File: src/rtl/rf_wport_arb_if.sv
// Register-file write-port bundle between two write requesters and the
// arbiter that serializes them onto a single register-file write port.
//   a_* / b_* : valid/ready handshake plus destination index and data
//   we/wR/wD  : registered register-file write port
//   busy      : either holding buffer is occupied
interface rf_wport_arb_if;
  logic        a_valid, a_ready;
  logic [4:0]  a_wr;
  logic [31:0] a_wd;
  logic        b_valid, b_ready;
  logic [4:0]  b_wr;
  logic [31:0] b_wd;
  logic        we;
  logic [4:0]  wR;
  logic [31:0] wD;
  logic        busy;

  // requester side
  modport master (
    output a_valid, a_wr, a_wd, b_valid, b_wr, b_wd,
    input  a_ready, b_ready, we, wR, wD, busy
  );

  // arbiter side
  modport slave (
    input  a_valid, a_wr, a_wd, b_valid, b_wr, b_wd,
    output a_ready, b_ready, we, wR, wD, busy
  );
endinterface

File: src/rtl/rf_wport_arb.sv
// Two-requester register-file write-port arbiter.
// Each requester owns a one-entry holding buffer; full buffers are drained
// one per cycle onto the registered write port (we/wR/wD), round-robin when
// FAIR=1, fixed priority to A when FAIR=0. Writes to x0 are accepted and
// silently dropped.
// Ports: clk, rst (async, active-high), wp (rf_wport_arb_if.slave).

// Per-requester holding buffer. ready depends only on registered state and
// the grant, never on valid, so requesters see no combinational loop.
module rf_wport_buf (
  input  logic        clk,
  input  logic        rst,
  input  logic        valid,
  input  logic [4:0]  wr,
  input  logic [31:0] wd,
  input  logic        gnt,
  output logic        ready,
  output logic        full,
  output logic [4:0]  idx,
  output logic [31:0] dat
);
  logic xfer;

  // A granted buffer drains this edge, so it can take a new entry now.
  assign ready = !full || gnt;
  assign xfer  = valid && ready;

  always_ff @(posedge clk or posedge rst) begin
    if (rst) begin
      full <= 1'b0;
      idx  <= '0;
      dat  <= '0;
    end else if (xfer && (wr != 5'd0)) begin
      // refill wins over the drain of the same cycle
      full <= 1'b1;
      idx  <= wr;
      dat  <= wd;
    end else if (gnt) begin
      full <= 1'b0;
    end
  end
endmodule

module rf_wport_arb #(
  parameter bit FAIR = 1'b1
) (
  input  logic           clk,
  input  logic           rst,
  rf_wport_arb_if.slave  wp
);
  localparam int NUM_LANES = 2;  // lane 0 = A, lane 1 = B

  logic [NUM_LANES-1:0]       vld, rdy, full, gnt;
  logic [NUM_LANES-1:0][4:0]  wr, idx;
  logic [NUM_LANES-1:0][31:0] wd, dat;
  logic                       pri_a;  // A wins the next contention
  logic                       we_q;
  logic [4:0]                 wr_q;
  logic [31:0]                wd_q;

  assign vld = {wp.b_valid, wp.a_valid};
  assign wr  = {wp.b_wr,    wp.a_wr};
  assign wd  = {wp.b_wd,    wp.a_wd};

  assign wp.a_ready = rdy[0];
  assign wp.b_ready = rdy[1];
  assign wp.busy    = |full;
  assign wp.we      = we_q;
  assign wp.wR      = wr_q;
  assign wp.wD      = wd_q;

  // At most one grant; lone full buffer always wins.
  always_comb begin
    gnt = '0;
    if (full[0] && (!full[1] || !FAIR || pri_a)) gnt[0] = 1'b1;
    else if (full[1])                            gnt[1] = 1'b1;
  end

  for (genvar i = 0; i < NUM_LANES; i++) begin : g_lane
    rf_wport_buf u_buf (
      .clk   (clk),
      .rst   (rst),
      .valid (vld[i]),
      .wr    (wr[i]),
      .wd    (wd[i]),
      .gnt   (gnt[i]),
      .ready (rdy[i]),
      .full  (full[i]),
      .idx   (idx[i]),
      .dat   (dat[i])
    );
  end

  // Registered write port; wR/wD hold their last value while idle.
  always_ff @(posedge clk or posedge rst) begin
    if (rst) begin
      we_q  <= 1'b0;
      wr_q  <= '0;
      wd_q  <= '0;
      pri_a <= 1'b1;
    end else begin
      we_q <= |gnt;
      if (|gnt) begin
        wr_q  <= gnt[0] ? idx[0] : idx[1];
        wd_q  <= gnt[0] ? dat[0] : dat[1];
        // the side not granted now gets priority next time
        pri_a <= gnt[1];
      end
    end
  end
endmodule

File: src/flat_wrapper.sv
// flat-port wrapper written by rule: the top's interface ports become plain ports
module rf_wport_arb_flat 
#(
  parameter bit FAIR = 1'b1
)
  (clk, rst, wp_a_valid, wp_a_wr, wp_a_wd, wp_b_valid, wp_b_wr, wp_b_wd, wp_a_ready, wp_b_ready, wp_we, wp_wR, wp_wD, wp_busy);
  rf_wport_arb_if wp_i ();
  input  logic clk;
  input  logic rst;
  input wire logic [$bits(wp_i.a_valid)-1:0] wp_a_valid;
  input wire logic [$bits(wp_i.a_wr)-1:0] wp_a_wr;
  input wire logic [$bits(wp_i.a_wd)-1:0] wp_a_wd;
  input wire logic [$bits(wp_i.b_valid)-1:0] wp_b_valid;
  input wire logic [$bits(wp_i.b_wr)-1:0] wp_b_wr;
  input wire logic [$bits(wp_i.b_wd)-1:0] wp_b_wd;
  output wire logic [$bits(wp_i.a_ready)-1:0] wp_a_ready;
  output wire logic [$bits(wp_i.b_ready)-1:0] wp_b_ready;
  output wire logic [$bits(wp_i.we)-1:0] wp_we;
  output wire logic [$bits(wp_i.wR)-1:0] wp_wR;
  output wire logic [$bits(wp_i.wD)-1:0] wp_wD;
  output wire logic [$bits(wp_i.busy)-1:0] wp_busy;
  assign wp_i.a_valid = wp_a_valid;
  assign wp_i.a_wr = wp_a_wr;
  assign wp_i.a_wd = wp_a_wd;
  assign wp_i.b_valid = wp_b_valid;
  assign wp_i.b_wr = wp_b_wr;
  assign wp_i.b_wd = wp_b_wd;
  assign wp_a_ready = wp_i.a_ready;
  assign wp_b_ready = wp_i.b_ready;
  assign wp_we = wp_i.we;
  assign wp_wR = wp_i.wR;
  assign wp_wD = wp_i.wD;
  assign wp_busy = wp_i.busy;
  rf_wport_arb #(.FAIR(FAIR)) u_core (.clk(clk), .rst(rst), .wp(wp_i));
endmodule
File: config.mk
export PLATFORM = sky130hd
export DESIGN_NAME = rf_wport_arb_flat
export DESIGN_NICKNAME = d
export VERILOG_FILES = /design/src/rtl/rf_wport_arb_if.sv /design/src/rtl/rf_wport_arb.sv /design/src/flat_wrapper.sv
export SDC_FILE = /design/constraint.sdc
export NUM_CORES = 1
export LEC_CHECK = 0
export CORE_MARGIN = 2
export CORE_UTILIZATION = 53
export CTS_CLUSTER_SIZE = 14
export DETAILED_ROUTE_END_ITERATION = 8
export GPL_TIMING_DRIVEN = 0
export PLACE_DENSITY_LB_ADDON = 0.12
export SLEW_MARGIN = 20
export SYNTH_ARGS = -nofsm -noshare
export SYNTH_HDL_FRONTEND = slang
export SYNTH_SLANG_ARGS = --single-unit
File: constraint.sdc
create_clock -name clk -period 7.3 [get_ports clk]
set_clock_uncertainty 0.15 [all_clocks]
set_input_delay 1.095 -clock clk [delete_from_list [all_inputs] [get_ports clk]]
set_output_delay 1.095 -clock clk [all_outputs]
set_load 0.02 [all_outputs]
==> flow_metrics.env <==
export IMPL_num_antenna_cells=0
export IMPL_cts_resized=0
export IMPL_cts_tree="done"
export IMPL_synthCells=298
export IMPL_synth_edff_count=0
export IMPL_io_pins=119
export IMPL_path_clk_slew_ps=50
export IMPL_synth_seq_cells=115
export IMPL_power_density_nw_per_um2=396.4
export IMPL_vias_per_cell=5.531
export IMPL_rows=34
export IMPL_drc=0
export IMPL_port_buffers=118
export IMPL_grt_usage_pct=22.38
export IMPL_async_flop_share_pct=100.0
export IMPL_antenna_found_initial=0
export IMPL_synth_nets=376
export IMPL_chipWidth_um=97.90
export IMPL_utilization_pct=76.41
export IMPL_finalCriticalPeriod_ps=3347
export IMPL_synth_ff_type="dfrtp_1"
export IMPL_core_area_um2=8636
export IMPL_slew_headroom_pct=40.24
export IMPL_yosys_warnings=0
export IMPL_vias=3075
export IMPL_yosys_area_top_type="dfrtp_1"
export IMPL_hp_start="u_core.g_lane[1].u_buf.dat[1]"
export IMPL_htreeDepth=4
export IMPL_finalSetupViolations=0
export IMPL_worst_setup_path_type="flip-flop to output pin"
export IMPL_gp_congestion=0.7951
export IMPL_ir_drop_mv=0.2353
export IMPL_worst_slack_ps=3953
export IMPL_cp_top_family="buffers and inverters"
export IMPL_die_h_um=97.90
export IMPL_worstHoldPathCells=1
export IMPL_rsz0062_at_grt="false"
export IMPL_cp_end_kind="output pin"
export IMPL_first_pass_iters=4
export IMPL_drive_above_1_share_pct=23.66
export IMPL_clk_latency_ps=490
export IMPL_synthTopCellsByArea="dfrtp_1, mux2_4, mux2_2"
export IMPL_cts_setup_buffers=0
export IMPL_ant_nets=0
export IMPL_cts_buffers=17
export IMPL_worstSetupStartpointType="flip-flop"
export IMPL_synth_commonest_cells="dfrtp_1, a221o_1, mux2_2, mux2_4, and2_1"
export IMPL_critPathMaxStageDelay_ps=550
export IMPL_synth_yosys_seq_area_share_pct=61.61
export IMPL_cts_hold_buf=0
export IMPL_setup_tns_ps=0
export IMPL_worstPathArrival_ps=2100
export IMPL_worst_pin_slew_ps=894.5
export IMPL_wire_per_inst_um=18.46
export IMPL_nets=514
export IMPL_timing_final_hold_violations=0
export IMPL_yosysTopAreaCellShare_pct=61.04
export IMPL_finalMaxSlewViolations=0
export IMPL_grt_pass1_wl_um=17060
export IMPL_dpl_hpwl_um=6705
export IMPL_syn_avg_cell_area_um2=15.68
export IMPL_grt_start_max_net_pins=62
export IMPL_cp_max_fo=10
export IMPL_status="completed"
export IMPL_r2r_end="u_core.wp.wD[5]"
export IMPL_worstRegToRegCells=4
export IMPL_area_growth_pct=41.20
export IMPL_worst_path_stages=4
export IMPL_synth_area_um2=4673
export IMPL_clock_sinks=115
export IMPL_cpMaxStageDelayCell="clkdlybuf4s50_1"
export IMPL_synth_most_common_cell="dfrtp_1"
export IMPL_r2r_slack_ps=4980
export IMPL_finalCritPeriodShare_pct=45.85
export IMPL_required_ps=6050
export IMPL_yosysUniqueCellTypes=23
export IMPL_r2r_start="u_core.pri_a"
export IMPL_hp_class="flip-flop to flip-flop"
export IMPL_grt_ovfl_total=0
export IMPL_place_ws_ps=3891
export IMPL_drv_cap=0
export IMPL_crit_buf_inv=3
export IMPL_min_to="u_core.g_lane[1].u_buf.dat[1]"
export IMPL_grt_pass1_vias=3431
export IMPL_fmax_mhz=298.7
export IMPL_totalWireLength_um=10260
export IMPL_ctsRootBufferMaster="clkbuf_8"
export IMPL_die_area_um2=9584
export IMPL_drtIter0Drc=116
export IMPL_p_leak_nw=2.853
export IMPL_start_util_pct=54.11
export IMPL_critical_path_cell_chain="nor2_1 > clkbuf_1 > inv_1 > clkdlybuf4s50_1"
export IMPL_clock_path_buffers=2
## report_power, final
part	internal, mW	total, mW	switching, mW
registers	0.858	0.982	0.124
logic	0.463	0.846	0.383
clock network	0.518	0.788	0.270
total	1.84	2.62	0.777
## cell usage in the layout (no fill, tap or decap), drive strengths merged
| cell type | n |
|---|---|
| nor2 | 2 |
| nand3b | 1 |
| a21boi | 2 |
| o21ai | 2 |
| dfrtp | 114 |
| a32o | 1 |
| a21oi | 1 |
| nand3 | 1 |
| mux2 | 68 |
| o211ai | 2 |
| a22o | 5 |
| buf | 7 |
| clkinvlp | 2 |
| nand2 | 2 |
| clkinv | 5 |
| inv | 3 |
| bufinv | 2 |
| a221o | 37 |
| dfstp | 1 |
| or4 | 2 |
| clkbuf | 32 |
| clkdlybuf4s50 | 118 |
| and2 | 38 |
## logic make-up (layout without fill, tap and decap cells)
logic type	count (synthesis)	in the layout	share of synthesized area, %
compound gates	50	50	10.63
simple gates	46	46	6.158
mux	68	68	18.71
flops	115	115	61.61
buf+inv	19	169	2.892
## worst max-delay path by stage
stage | from | endpoint
2_1_floorplan | rst | u_core.g_lane[0].u_buf.dat[0]
3_3_place_gp | rst | u_core.g_lane[1].u_buf.dat[21]
3_5_place_dp | wp_b_wr[0] | u_core.g_lane[1].u_buf.dat[3]
4_1_cts | u_core.g_lane[1].u_buf.full | wp_busy
5_1_grt | u_core.g_lane[1].u_buf.full | wp_busy
6_report | u_core.g_lane[1].u_buf.full | wp_busy
## layer usage
metal,vias up,track usage [%],wire length [um]
met2,99,35.93,4915
met3,14,4.868,462
met5,-,0,0
met1,1582,30.32,4725
met4,0,8.120,159
li1,1380,-,-
## through the flow
step / hold slack, ps / area [um2] / power (mW) / cells
6_report: 341.3 / 6599 / 2.616 / 556
5_1_grt: 361.1 / 6599 / 2.729 / 556
4_1_cts: 346.8 / 6599 / 2.635 / 556
3_5_place_dp: 333.9 / 6022 / 1.834 / 525
3_3_place_gp: 325.5 / 5989 / 1.805 / 524
2_1_floorplan: 311.5 / 4673 / 1.456 / 298
## state kept, by name, indices dropped and copies added (netlist names)
signal,cells
u_core.g_lane.u_buf.dat,64
u_core.g_lane.u_buf.full,2
u_core.g_lane.u_buf.idx,10
u_core.pri_a,1
u_core.wp.wD,32
u_core.wp.wR,5
u_core.wp.we,1
## worst reg2reg max path: cells and delay by family (launching register included)
family	cells	cell delay, ps
buffers and inverters	2	570
DFF	1	560
AOI/OAI and AO/OA	2	980
## layout make-up
cell class | count | area, um2
Inverter | 3 | 16.27
Tap cell | 108 | 135.1
Fill cell | 547 | 2037
Multi-Input combinational cell | 164 | 1659
Buffer | 16 | 123.9
Clock buffer | 22 | 473.0
Sequential cell | 115 | 2879
Timing Repair Buffer | 119 | 1209
Clock inverter | 9 | 103.9
Note: power is estimated with default switching activity, not from simulation.
